==> src/rtl/soc_mem_rmw_if.sv <==
// CPU data-port and BRAM-side signals of the sub-word RMW adapter.
// slave is the adapter's view; master is the CPU + memory side.
interface soc_mem_rmw_if #(
  parameter int ADDR_WIDTH = 8
);
  logic [ADDR_WIDTH-1:0] i_addr;
  logic [31:0]           i_dwrite;
  logic [1:0]            i_size;
  logic                  i_sext;
  logic                  i_rw;
  logic                  i_stb;
  logic [31:0]           o_dread;
  logic                  o_ack;
  logic                  o_err;
  logic                  o_busy;
  logic [ADDR_WIDTH-1:0] o_maddr;
  logic [31:0]           o_mdwrite;
  logic                  o_mrw;
  logic                  o_mstb;
  logic                  i_mack;
  logic [31:0]           i_mdread;

  modport slave (
    input  i_addr, i_dwrite, i_size, i_sext, i_rw, i_stb, i_mack, i_mdread,
    output o_dread, o_ack, o_err, o_busy, o_maddr, o_mdwrite, o_mrw, o_mstb
  );

  modport master (
    output i_addr, i_dwrite, i_size, i_sext, i_rw, i_stb, i_mack, i_mdread,
    input  o_dread, o_ack, o_err, o_busy, o_maddr, o_mdwrite, o_mrw, o_mstb
  );
endinterface

==> src/rtl/soc_mem_rmw.sv <==
// Byte/half/word load-store adapter in front of soc_bram_ctl; sub-word stores
// become read-merge-write on the big-endian 32-bit dword at the request address.
module soc_mem_rmw #(
  parameter int ADDR_WIDTH  = 8,
  parameter int ACK_TIMEOUT = 15
) (
  input logic           i_clk,
  input logic           i_reset,
  soc_mem_rmw_if.slave  bus
);

  typedef enum logic [2:0] {IDLE, RD, MERGE, WR, DONE} state_t;

  typedef struct packed {
    logic [15:0] data;
    logic [1:0]  size;
    logic        sext;
    logic        rw;
  } req_t;

  state_t      state;
  req_t        req;
  logic [23:0] rbuf;
  logic [3:0]  cnt;
  logic        timeout;

  assign timeout = !bus.i_mack && (cnt == 4'(ACK_TIMEOUT - 1));

  // Big-endian: the addressed byte/half sits at the top of the dword.
  function automatic logic [31:0] load_fmt(input logic [31:0] d, input logic [1:0] size,
                                           input logic sext);
    case (size)
      2'b00:   load_fmt = {{24{sext & d[31]}}, d[31:24]};
      2'b01:   load_fmt = {{16{sext & d[31]}}, d[31:16]};
      default: load_fmt = d;
    endcase
  endfunction

  always_ff @(posedge i_clk) begin
    if (i_reset) begin
      state         <= IDLE;
      req           <= '0;
      rbuf          <= '0;
      cnt           <= '0;
      bus.o_ack     <= 1'b0;
      bus.o_err     <= 1'b0;
      bus.o_busy    <= 1'b0;
      bus.o_mstb    <= 1'b0;
      bus.o_mrw     <= 1'b0;
      bus.o_maddr   <= '0;
      bus.o_mdwrite <= '0;
      bus.o_dread   <= '0;
    end else begin
      bus.o_ack  <= 1'b0;
      bus.o_err  <= 1'b0;
      bus.o_mstb <= 1'b0;
      case (state)
        IDLE: begin
          if (bus.i_stb) begin
            req         <= '{data: bus.i_dwrite[15:0], size: bus.i_size,
                             sext: bus.i_sext, rw: bus.i_rw};
            bus.o_busy  <= 1'b1;
            bus.o_maddr <= bus.i_addr;
            bus.o_mstb  <= 1'b1;
            cnt         <= '0;
            if (bus.i_rw && bus.i_size[1]) begin
              state         <= WR;
              bus.o_mrw     <= 1'b1;
              bus.o_mdwrite <= bus.i_dwrite;
            end else begin
              state <= RD;
            end
          end
        end
        RD: begin
          if (bus.i_mack) begin
            rbuf <= bus.i_mdread[23:0];
            if (req.rw) begin
              state <= MERGE;
            end else begin
              state       <= DONE;
              bus.o_ack   <= 1'b1;
              bus.o_dread <= load_fmt(bus.i_mdread, req.size, req.sext);
            end
          end else if (timeout) begin
            state       <= DONE;
            bus.o_ack   <= 1'b1;
            bus.o_err   <= 1'b1;
            bus.o_dread <= '0;
          end else begin
            cnt <= cnt + 4'd1;
          end
        end
        // o_mdwrite doubles as the merged write buffer for the WR phase.
        MERGE: begin
          state         <= WR;
          cnt           <= '0;
          bus.o_mstb    <= 1'b1;
          bus.o_mrw     <= 1'b1;
          bus.o_mdwrite <= req.size[0] ? {req.data[15:0], rbuf[15:0]}
                                       : {req.data[7:0], rbuf[23:0]};
        end
        WR: begin
          if (bus.i_mack || timeout) begin
            state       <= DONE;
            bus.o_mrw   <= 1'b0;
            bus.o_ack   <= 1'b1;
            bus.o_err   <= !bus.i_mack;
            bus.o_dread <= '0;
          end else begin
            cnt <= cnt + 4'd1;
          end
        end
        DONE: begin
          state      <= IDLE;
          bus.o_busy <= 1'b0;
        end
        default: state <= IDLE;
      endcase
    end
  end

endmodule

==> src/flat_wrapper.sv <==
// flat-port wrapper written by rule: the top's interface ports become plain ports
module soc_mem_rmw_flat 
#(
  parameter int ADDR_WIDTH  = 8,
  parameter int ACK_TIMEOUT = 15
)
  (i_clk, i_reset, bus_i_addr, bus_i_dwrite, bus_i_size, bus_i_sext, bus_i_rw, bus_i_stb, bus_i_mack, bus_i_mdread, bus_o_dread, bus_o_ack, bus_o_err, bus_o_busy, bus_o_maddr, bus_o_mdwrite, bus_o_mrw, bus_o_mstb);
  soc_mem_rmw_if #(.ADDR_WIDTH(ADDR_WIDTH)) bus_i ();
  input logic i_clk;
  input logic i_reset;
  input wire logic [$bits(bus_i.i_addr)-1:0] bus_i_addr;
  input wire logic [$bits(bus_i.i_dwrite)-1:0] bus_i_dwrite;
  input wire logic [$bits(bus_i.i_size)-1:0] bus_i_size;
  input wire logic [$bits(bus_i.i_sext)-1:0] bus_i_sext;
  input wire logic [$bits(bus_i.i_rw)-1:0] bus_i_rw;
  input wire logic [$bits(bus_i.i_stb)-1:0] bus_i_stb;
  input wire logic [$bits(bus_i.i_mack)-1:0] bus_i_mack;
  input wire logic [$bits(bus_i.i_mdread)-1:0] bus_i_mdread;
  output wire logic [$bits(bus_i.o_dread)-1:0] bus_o_dread;
  output wire logic [$bits(bus_i.o_ack)-1:0] bus_o_ack;
  output wire logic [$bits(bus_i.o_err)-1:0] bus_o_err;
  output wire logic [$bits(bus_i.o_busy)-1:0] bus_o_busy;
  output wire logic [$bits(bus_i.o_maddr)-1:0] bus_o_maddr;
  output wire logic [$bits(bus_i.o_mdwrite)-1:0] bus_o_mdwrite;
  output wire logic [$bits(bus_i.o_mrw)-1:0] bus_o_mrw;
  output wire logic [$bits(bus_i.o_mstb)-1:0] bus_o_mstb;
  assign bus_i.i_addr = bus_i_addr;
  assign bus_i.i_dwrite = bus_i_dwrite;
  assign bus_i.i_size = bus_i_size;
  assign bus_i.i_sext = bus_i_sext;
  assign bus_i.i_rw = bus_i_rw;
  assign bus_i.i_stb = bus_i_stb;
  assign bus_i.i_mack = bus_i_mack;
  assign bus_i.i_mdread = bus_i_mdread;
  assign bus_o_dread = bus_i.o_dread;
  assign bus_o_ack = bus_i.o_ack;
  assign bus_o_err = bus_i.o_err;
  assign bus_o_busy = bus_i.o_busy;
  assign bus_o_maddr = bus_i.o_maddr;
  assign bus_o_mdwrite = bus_i.o_mdwrite;
  assign bus_o_mrw = bus_i.o_mrw;
  assign bus_o_mstb = bus_i.o_mstb;
  soc_mem_rmw #(.ADDR_WIDTH(ADDR_WIDTH), .ACK_TIMEOUT(ACK_TIMEOUT)) u_core (.i_clk(i_clk), .i_reset(i_reset), .bus(bus_i));
endmodule
==> config.mk <==
export PLATFORM = sky130hd
export DESIGN_NAME = soc_mem_rmw_flat
export DESIGN_NICKNAME = d
export VERILOG_FILES = /design/src/rtl/soc_mem_rmw_if.sv /design/src/rtl/soc_mem_rmw.sv /design/src/flat_wrapper.sv
export SDC_FILE = /design/constraint.sdc
export NUM_CORES = 1
export LEC_CHECK = 0
export ABC_AREA = 1
export BUFFER_PORTS_ARGS = -buffer_cell sky130_fd_sc_hd__buf_2
export CORE_MARGIN = 2
export CORE_UTILIZATION = 44
export DETAILED_ROUTE_END_ITERATION = 8
export MAX_ROUTING_LAYER = met4
export PLACE_DENSITY = 0.69
export SYNTH_ARGS = -nofsm -noshare
export SYNTH_HDL_FRONTEND = slang
export SYNTH_SLANG_ARGS = --single-unit
==> constraint.sdc <==
create_clock -name i_clk -period 1.7 [get_ports i_clk]
set_input_delay 0.51 -clock i_clk [delete_from_list [all_inputs] [get_ports i_clk]]
set_output_delay 0.51 -clock i_clk [all_outputs]
set_load 0.02 [all_outputs]
==> impl_metrics.yaml, run 1 <==
drt:
  drc_errors: 0
  vias: 6156
  ant_nets: 0
  routed_via_density: 4.794
  wl_um: 16860
  dr.pass1.iters: 5
  drt_iter0_markers: 455
  wire_per_inst_um: 13.13
power_and_ir_drop:
  power_switching_w: 0.002385
  p_clk_share_pct: 43.9
  p_int_w: 0.006205
  power.density_mw_per_mm2: 1127
  swShare_pct: 27.77
  combinationalPowerShare_pct: 17.1
  cellLeakagePower_nw: 4.041
  seqPwrFrac_pct: 39.0
  peakVddDrop_v: 0.0007487
timing:
  final.setup_skew_ns: 0.006897
  clock.fmax_mhz: 666.2
  slew_violations: 0
  fin_crit_sh_pct: 88.30
  slew-limit-headroom_pct: 59.97
  min_period_ns: 1.501
  setup_viol_count_final: 0
  setup-tns-final_ns: 0
  tightest_slew_ns: 0.5998
  rsz0062_at_grt: "no"
  hold_violations: 0
global_route:
  grtUsageTotal_pct: 24.37
  grt_pass1_vias: 5532
  overflow: 0
  grt_start_max_net_pins: 77
  grt_pass1_wl_um: 27230
  antenna_found_initial: 0
synth:
  synthDominantCellAreaShare_pct: 43.12
  ys_types: 28
  synth-simple-area-share_pct: 37.64
  synth_top_family_by_area: "simple AND/OR/NAND/NOR gates"
  synth_top_cell_by_area: "dfxtp_1"
  yosys_warnings: 0
  synth_compound_area_share_pct: 9.537
  ys_seq_area_share_pct: 43.12
  ys_ff_latch: 128
  synth_mux_area_share_pct: 0
  syn_inst: 945
  synth.avg_cell_area_um2: 6.289
  synthAdderAreaFrac_pct: 0.4211
  ys_top_cells_by_area: "dfxtp_1, nand2_1, nor2_1"
  syn-cell-area_mm2: 0.005943
  synth_xor_area_share_pct: 0
  synth_fp_nets: 1027
layout:
  final_nets: 1177
  final_layout_size_suffix_gt1_share_pct: 20.85
  antenna_cells: 0
  final_cells: 1284
  syn_to_final_growth_pct: 28.25
worst_setup_path:
  start_kind: "flop"
  endpoint_kind: "flop"
  crit_slowest_cell: "nor2_2"
  cp_top_family: "simple AND/OR/NAND/NOR gates"
  worstSetupPathType: "flop to flop"
  arrival_ns: 1.87
  worstPathCellList: "inv_2 -> nor2_2 -> nand2_1 -> nand3_1 -> nand2_1 -> nand2_1 -> nand2_1 -> inv_1"
  cp_max_fo: 16
  path_buf_inv: 2
  critPathMostFrequentCell: "nand2_1"
  cpPeakStageDelay_ns: 0.47
  required_ns: 2.07
  reg2reg_slack_ns: 0.20
placement:
  dp.final_hpwl_um: 12010
  dp_cells: 1252
  io_buffers: 156
  finalWeightedCongestion: 0.9012
clocking:
  ctsHoldBuffers: 0
  cts_sinks: 128
  cts_root_buf: "clkbuf_16"
  clock_latency_ns: 0.42
  cts.htree.levels: 4
  numCtsBuffers: 17
  clk_path_buf_depth: 2
  cts_tree: "built"
  cts.clk_slew.worst_paths_ns: 0.06
floorplanning:
  rows: 42
  die_h_um: 120.2
  fp.coreArea_mm2: 0.01324
  pin_count: 157
  start_util_pct: 44.88
  die-area_mm2: 0.01445
  die_w_um: 120.2
job:
  maxCapViolCount: 0
outcome:
  status: "finished clean"
worst_hold_path:
  min_path_type: "input pin to flop"
-- cell usage in the layout, fill, tap and decap left out, types with 5 or more instances in the layout --
| cell | n |
|---|---|
| nand2_1 | 372 |
| buf_2 | 156 |
| nor2_1 | 148 |
| dfxtp_1 | 128 |
| inv_1 | 78 |
| o21ai_0 | 56 |
| a21oi_1 | 50 |
| nand3_1 | 26 |
| clkbuf_16 | 17 |
| buf_4 | 16 |
| buf_12 | 8 |
| nand4_1 | 7 |
| inv_2 | 5 |
| or2_2 | 5 |
-- synth_stat cells (all sizes together) --
cell type,number
nand3b,1
nand2,374
a31oi,1
clkbuf,21
nor2,153
buf,28
a21oi,50
o31ai,1
nor4,1
nor3,1
nand3,27
ha,2
dfxtp,128
clkinv,2
o21ai,59
inv,83
or2,5
nand4,7
a22oi,1
-- repair_timing --
action | 4_1_cts | 5_1_grt
setup buffers | 0 | 0
setup endpoints to repair | 0 | 1
resized for setup | 0 | 1
-- layer usage --
metal | GRT usage [%] | part of all wire, %
met3 | 5.566 | 7.3
met5 | - | 0
met4 | 6.686 | 1.5
met2 | 36.79 | 44
met1 | 33.07 | 47
-- worst paths after layout --
check | start | endpoint | cells past startpoint
setup reg to reg | u_core.req[2]$_SDFFE_PP0P_ | u_core.bus.o_dread[1]$_SDFFE_PP0P_ | 8
hold reg to reg | u_core.bus.o_maddr[1]$_SDFFE_PP0P_ | u_core.bus.o_maddr[1]$_SDFFE_PP0P_ | 2
setup / recovery | u_core.req[2]$_SDFFE_PP0P_ | u_core.bus.o_dread[1]$_SDFFE_PP0P_ | 8
hold / removal | bus_i_addr[3] | u_core.bus.o_maddr[3]$_SDFFE_PP0P_ | 3
-- area by class of cell --
cell class	instances	area [um^2]
repair buffers	180	1061
multi-input cells	683	2843
fillers	1378	5620
clock buffers	22	484.2
inverters	85	319.1
clock inverters	10	132.6
well taps	176	220.2
flip-flops and latches	128	2562
-- power groups by stage --
stage	registers (W)	logic [W]	clock network, W
6_report	0.00335	0.00147	0.00377
3_3_place_gp	0.00341	0.00146	0
2_1_floorplan	0.00355	0.000798	0
4_1_cts	0.00335	0.00147	0.00381
3_5_place_dp	0.00341	0.00146	0
5_1_grt	0.00337	0.00166	0.00394
-- sequential cells by signal (all words and copies together) (netlist names) --
name and cells:
u_core.bus.o_ack 1, u_core.rbuf 24, u_core.bus.o_err 1, u_core.req 20, u_core.bus.o_mdwrite 32, u_core.bus.o_dread 32
u_core.cnt 4, u_core.state 3, u_core.bus.o_mrw 1, u_core.bus.o_maddr 8, u_core.bus.o_mstb 1, u_core.bus.o_busy 1
-- per-stage QoR --
| stage | utilization [%] | worst slack [ns] | hold WS, ns | total power (W) | area [um^2] |
|---|---|---|---|---|---|
| 3_5_place_dp | 52.88 | 0.1459 | 0.4519 | 0.004869 | 7003 |
| 2_1_floorplan | - | 0.1941 | 0.4396 | 0.004345 | 5943 |
| 3_3_place_gp | 52.88 | 0.1440 | 0.4487 | 0.004862 | 7003 |
| 6_report | 57.56 | 0.1989 | 0.3388 | 0.008591 | 7622 |
| 4_1_cts | 57.54 | 0.1716 | 0.3352 | 0.008634 | 7620 |
| 5_1_grt | 57.56 | 0.07247 | 0.3508 | 0.008972 | 7622 |
-- worst reg2reg max path, cell delays in order (launching register included) --
cell and delay (ns):
dfxtp_1 0.42, inv_2 0.06, nor2_2 0.47, nand2_1 0.19, nand3_1 0.12, nand2_1 0.05, nand2_1 0.06, nand2_1 0.05
inv_1 0.04
-- kinds of logic (layout without fill, tap and decap cells) --
kind of cell               after synthesis  in the layout
and+or+nand+nor                        569            569
buffers and inverters                  134            297
AOI/OAI and AO/OA                      112            112
DFF                                    128            128
adders and majority gates                2              2
No activity file was read; power rests on OpenSTA's default activity.
==> run 2: changes to the inputs <==
Settings changed: CELL_PAD_IN_SITES_DETAIL_PLACEMENT set to 1, CELL_PAD_IN_SITES_GLOBAL_PLACEMENT set to 2, CORE_UTILIZATION 44 to 27, PLACE_DENSITY 0.69 to not set, PLACE_DENSITY_LB_ADDON set to 0.1.
==> impl_metrics.yaml, run 2 (synthesized netlist as in run 1, its figures left out) <==
worst_hold_path:
  hp-start: "bus_i_addr[0]"
  min_path_type: "input pin to flop"
  worstHoldPathCells: 3
  worstHoldEndpoint: "u_core.bus.o_maddr[0]$_SDFFE_PP0P_"
timing:
  clock.fmax_mhz: 670.2
  slew_violations: 0
  hold_violations: 0
  tightest_slew_ns: 0.4578
  min_period_ns: 1.492
  fin_crit_sh_pct: 87.77
  final.setup_skew_ns: 0.01285
  rsz0062_at_grt: "no"
  setup_viol_count_final: 0
  setup-tns-final_ns: 0
  hold_ws_ns: 0.3339
  slew-limit-headroom_pct: 69.37
outcome:
  status: "finished clean"
floorplanning:
  pin_count: 157
  die_w_um: 152.4
  fp.coreArea_mm2: 0.02169
  die_h_um: 152.4
  rows: 54
  die-area_mm2: 0.02322
  start_util_pct: 27.40
worst_setup_path:
  cp_top_family: "flip-flops"
  cpPeakStageDelay_ns: 0.37
  worstReg2RegEnd: "u_core.bus.o_dread[22]$_SDFFE_PP0P_"
  path_buf_inv: 1
  reg2reg_slack_ns: 0.22
  cp_max_fo: 2
  endpoint_kind: "output pin"
  r2r_cells: 10
  r2r-start: "u_core.cnt[0]$_SDFFE_PP0P_"
  worstPathCellList: "buf_2"
  crit_slowest_cell: "dfxtp_1"
  start_kind: "flop"
  arrival_ns: 0.98
  required_ns: 1.19
  worstSetupPathType: "flop to output pin"
global_route:
  grt_start_max_net_pins: 65
  grtUsageTotal_pct: 18.70
  overflow: 0
  grt_pass1_wl_um: 33470
  antenna_found_initial: 2
  grt_pass1_vias: 6126
layout:
  most-common-layout-cells: "nand2_1, buf_2, nor2_1"
  largestRegisters: "u_core.bus.o_dread (32), u_core.bus.o_mdwrite (32), u_core.rbuf (24)"
  syn_to_final_growth_pct: 31.05
  final_common_cell: "nand2_1"
  final_cells: 1399
  final_layout_size_suffix_gt1_share_pct: 21.67
  final_nets: 1186
  final_area_mm2: 0.007789
drt:
  wire_per_inst_um: 15.01
  wl_um: 21000
  drc_errors: 0
  ant_nets: 0
  routed_via_density: 4.434
  drt_iter0_markers: 300
  dr.pass1.iters: 5
  vias: 6203
clocking:
  cts_tree: "built"
  cts.clk_slew.worst_paths_ns: 0.06
  cts.htree.levels: 4
  clk_path_buf_depth: 2
  cts_sinks: 128
  numCtsBuffers: 17
  clock_latency_ns: 0.43
  cts_root_buf: "clkbuf_16"
placement:
  io_buffers: 156
  dp.final_hpwl_um: 15790
  place_area_mm2: 0.007176
  dp_cells: 1365
  finalWeightedCongestion: 0.7952
power_and_ir_drop:
  peakVddDrop_v: 0.0007121
  power.density_mw_per_mm2: 1107
  cellLeakagePower_nw: 4.061
  power_w: 0.008624
job:
  maxCapViolCount: 0
## run 2: cell types whose count changed in the layout (fill, tap and decap cells not counted), sizes merged
cell	delta
clkinv	+2
clkbuf	-4
buf	+9
diode	+2
inv	+1
clkinvlp	+1
## run 2: worst max-delay path by stage
| stage | start | endpoint | slack [ns] | depth (start not counted) |
|---|---|---|---|---|
| floorplan | bus_i_mack | u_core.bus.o_dread[10]$_SDFFE_PP0P_ | 0.19 | 9 |
| global placement | u_core.cnt[0]$_SDFFE_PP0P_ | u_core.bus.o_dread[2]$_SDFFE_PP0P_ | 0.11 | 10 |
| detailed placement | bus_i_mack | u_core.rbuf[22]$_SDFFE_PP0P_ | 0.08 | 7 |
| CTS | u_core.cnt[1]$_SDFFE_PP0P_ | u_core.bus.o_dread[1]$_SDFFE_PP0P_ | 0.11 | 9 |
| global route | u_core.cnt[0]$_SDFFE_PP0P_ | u_core.bus.o_dread[10]$_SDFFE_PP0P_ | 0.05 | 10 |
| finish | u_core.bus.o_dread[16]$_SDFFE_PP0P_ | bus_o_dread[16] | 0.21 | 1 |
## run 2: timing repair
action	in CTS	in global routing
buffers inserted	0	0
endpoints found under the hold margin	0	0
resized for setup	0	4
hold buffers	0	0
setup endpoints to repair	0	18
## run 2: worst reg2reg max path: cells and delay by family (launching register included)
kind	cells	cell delay (ns)
and+or+nand+nor	6	0.55
buffers and inverters	3	0.34
DFF	1	0.33
adders and majority gates	1	0.16
## run 2: per-stage QoR
step	setup slack, ns	util, %
3_5_place_dp	0.07554	33.09
6_report	0.2079	35.91
4_1_cts	0.1126	35.83
2_1_floorplan	0.1941	-
5_1_grt	0.05270	35.91
3_3_place_gp	0.1079	33.09
## run 2: layout make-up
class | count | area, um^2
Sequential cell | 128 | 2564
Fill cell | 2840 | 13900
Tap cell | 280 | 350.3
Clock inverter | 14 | 166.4
Clock buffer | 18 | 429.2
Antenna cell | 2 | 5.005
Multi-Input combinational cell | 683 | 2848
Inverter | 85 | 319.1
Timing Repair Buffer | 189 | 1107
## run 2: per-layer routing
| metal | GRT usage, % | up-vias | wire length (um) |
|---|---|---|---|
| met5 | - | - | 0 |
| met4 | 4.406 | 0 | 223 |
| met3 | 4.209 | 18 | 822 |
| met2 | 29.15 | 119 | 9585 |
| met1 | 24.75 | 2848 | 10370 |
| li1 | - | 3218 | - |
## run 2: report_power, final
part | switching, W | internal, W | total, W
sequential | 0.000118 | 0.00323 | 0.00335
clock | 0.00144 | 0.00230 | 0.00374
combinational | 0.00100 | 0.000534 | 0.00154
total | 0.00256 | 0.00606 | 0.00862
==> run 3: changes to the inputs <==
Settings changed: BUFFER_PORTS_ARGS -buffer_cell sky130_fd_sc_hd__buf_2 to -buffer_cell sky130_fd_sc_hd__buf_4, CORE_MARGIN 2 to not set, CORE_UTILIZATION 27 to 29.
Clock period 1.7 ns to 1.8 ns, I/O delays scaled along.
==> impl_metrics.yaml, run 3 (synthesized netlist as in run 1, its figures left out) <==
outcome:
  status: "finished clean"
floorplanning:
  start_util_pct: 30.04
  rows: 51
  fp.coreArea_mm2: 0.01978
  die_h_um: 145.2
  die_w_um: 145.2
  die-area_mm2: 0.02107
  pin_count: 157
worst_setup_path:
  cp_max_fo: 24
  r2r-start: "u_core.cnt[0]$_SDFFE_PP0P_"
  arrival_ns: 1.91
  endpoint_kind: "flop"
  worstSetupPathType: "flop to flop"
  r2r_cells: 10
  start_kind: "flop"
  reg2reg_slack_ns: 0.22
  worstReg2RegEnd: "u_core.bus.o_dread[10]$_SDFFE_PP0P_"
  required_ns: 2.13
clocking:
  clk_path_buf_depth: 2
  cts_root_buf: "clkbuf_16"
  cts.htree.levels: 4
  cts_tree: "built"
  clock_latency_ns: 0.43
  ctsHoldBuffers: 0
  cts_sinks: 128
  cts.clk_slew.worst_paths_ns: 0.06
  cts_resized: 0
  postCtsSetupBuffers: 0
  numCtsBuffers: 17
layout:
  final_cells: 1375
  syn_to_final_growth_pct: 35.81
  final_common_cell: "nand2_1"
  fillers: 2596
  final_nets: 1181
  most-common-layout-cells: "nand2_1, buf_4, nor2_1"
  largestRegisters: "u_core.bus.o_dread (32), u_core.bus.o_mdwrite (32), u_core.rbuf (24)"
  antenna_cells: 0
  final_layout_size_suffix_gt1_share_pct: 20.72
placement:
  finalWeightedCongestion: 0.7790
  dp_cells: 1345
  dp.final_hpwl_um: 14980
  io_buffers: 156
global_route:
  overflow: 0
  grt_pass1_wl_um: 31970
  antenna_found_initial: 0
  grtUsageTotal_pct: 19.94
  grt_start_max_net_pins: 66
  grt_pass1_vias: 5900
timing:
  hold_violations: 0
  slew-limit-headroom_pct: 67.62
  fin_crit_sh_pct: 87.79
  setup_viol_count_final: 0
  rsz0062_at_grt: "no"
  tightest_slew_ns: 0.4840
  slew_violations: 0
  setup-tns-final_ns: 0
  clock.fmax_mhz: 632.8
  min_period_ns: 1.580
  final.setup_skew_ns: 0.01816
worst_hold_path:
  min_path_type: "input pin to flop"
  worstHoldPathCells: 3
  hp-start: "bus_i_mdread[7]"
  worstHoldEndpoint: "u_core.rbuf[7]$_SDFFE_PP0P_"
power_and_ir_drop:
  combinationalPowerShare_pct: 19.3
  cellLeakagePower_nw: 4.102
  p_clk_share_pct: 41.2
  power.density_mw_per_mm2: 995.1
  power_switching_w: 0.002343
  swShare_pct: 29.18
  seqPwrFrac_pct: 39.4
  p_int_w: 0.005688
  peakVddDrop_v: 0.0006842
drt:
  vias: 6139
  ant_nets: 0
  routed_via_density: 4.465
  drt_iter0_markers: 239
  wl_um: 20370
  drc_errors: 0
  dr.pass1.iters: 6
  wire_per_inst_um: 14.82
job:
  maxCapViolCount: 0
==> run 3: cell count changes in the layout (fill, tap and decap cells not counted), sizes merged <==
cell	before	now
clkbuf	18	24
buf	189	184
clkinvlp	4	1
bufinv	3	1
clkinv	8	6
diode	2	0
inv	84	83
==> run 3: worst max-delay path by stage <==
| stage | slack, ns | start | end | cells after the start |
|---|---|---|---|---|
| finish | 0.22 | u_core.cnt[0]$_SDFFE_PP0P_ | u_core.bus.o_dread[10]$_SDFFE_PP0P_ | 10 |
| global route | 0.02 | u_core.cnt[0]$_SDFFE_PP0P_ | u_core.bus.o_dread[10]$_SDFFE_PP0P_ | 10 |
| CTS | 0.20 | u_core.cnt[0]$_SDFFE_PP0P_ | u_core.bus.o_dread[10]$_SDFFE_PP0P_ | 10 |
| detailed placement | 0.09 | bus_i_mack | u_core.rbuf[16]$_SDFFE_PP0P_ | 6 |
| global placement | 0.14 | bus_i_mack | u_core.bus.o_dread[10]$_SDFFE_PP0P_ | 9 |
| floorplan | 0.26 | bus_i_mack | u_core.bus.o_dread[10]$_SDFFE_PP0P_ | 9 |
==> run 3: worst max-delay path, cell delays in order, from the launching register on <==
cell and delay [ns]:
dfxtp_1 0.33, inv_1 0.08, ha_1 0.14, nand3_1 0.15, nand2_1 0.15, inv_1 0.09
nor2_2 0.15, buf_12 0.18, nand2_1 0.09, nand2_1 0.06, inv_1 0.03
==> run 3: layout make-up <==
| cell class | count | area (um^2) | share of cell area [%] |
|---|---|---|---|
| inverters | 85 | 319.1 | 3.953 |
| clock buffers | 24 | 491.7 | 6.092 |
| repair buffers | 184 | 1469 | 18.20 |
| well taps | 265 | 331.6 | 4.108 |
| multi-input cells | 683 | 2840 | 35.19 |
| clock inverters | 6 | 57.56 | 0.7131 |
| flip-flops and latches | 128 | 2562 | 31.75 |
==> run 3: metrics by stage <==
stage | setup WS [ns] | area (um^2) | utilization, % | total power, W | hold slack [ns]
global route | 0.02394 | 8071 | 40.80 | 0.008436 | 0.3690
CTS | 0.1969 | 8071 | 40.80 | 0.008138 | 0.3510
floorplan | 0.2641 | 5943 | - | 0.004104 | 0.4396
detailed placement | 0.09169 | 7522 | 38.03 | 0.004796 | 0.4591
global placement | 0.1402 | 7522 | 38.03 | 0.004790 | 0.4550
finish | 0.2198 | 8071 | 40.80 | 0.008032 | 0.3572
==> run 3: routing by layer <==
metal  vias to the layer above  share of wire [%]  track usage, %
li1                       3196                  -               -
met1                      2828                 48           25.68
met2                       102                 48           32.28
met3                        13                3.1           3.302
met4                         0               0.92           5.211
met5                         -                  0               -
==> run 3: power groups by stage <==
stage,registers (W),clock network [W],logic [W]
after detailed placement,0.00323,0,0.00157
final,0.00317,0.00331,0.00155
after CTS,0.00317,0.00339,0.00158
after floorplan,0.00335,0,0.000754
after global routing,0.00319,0.00351,0.00174
after global placement,0.00322,0,0.00157
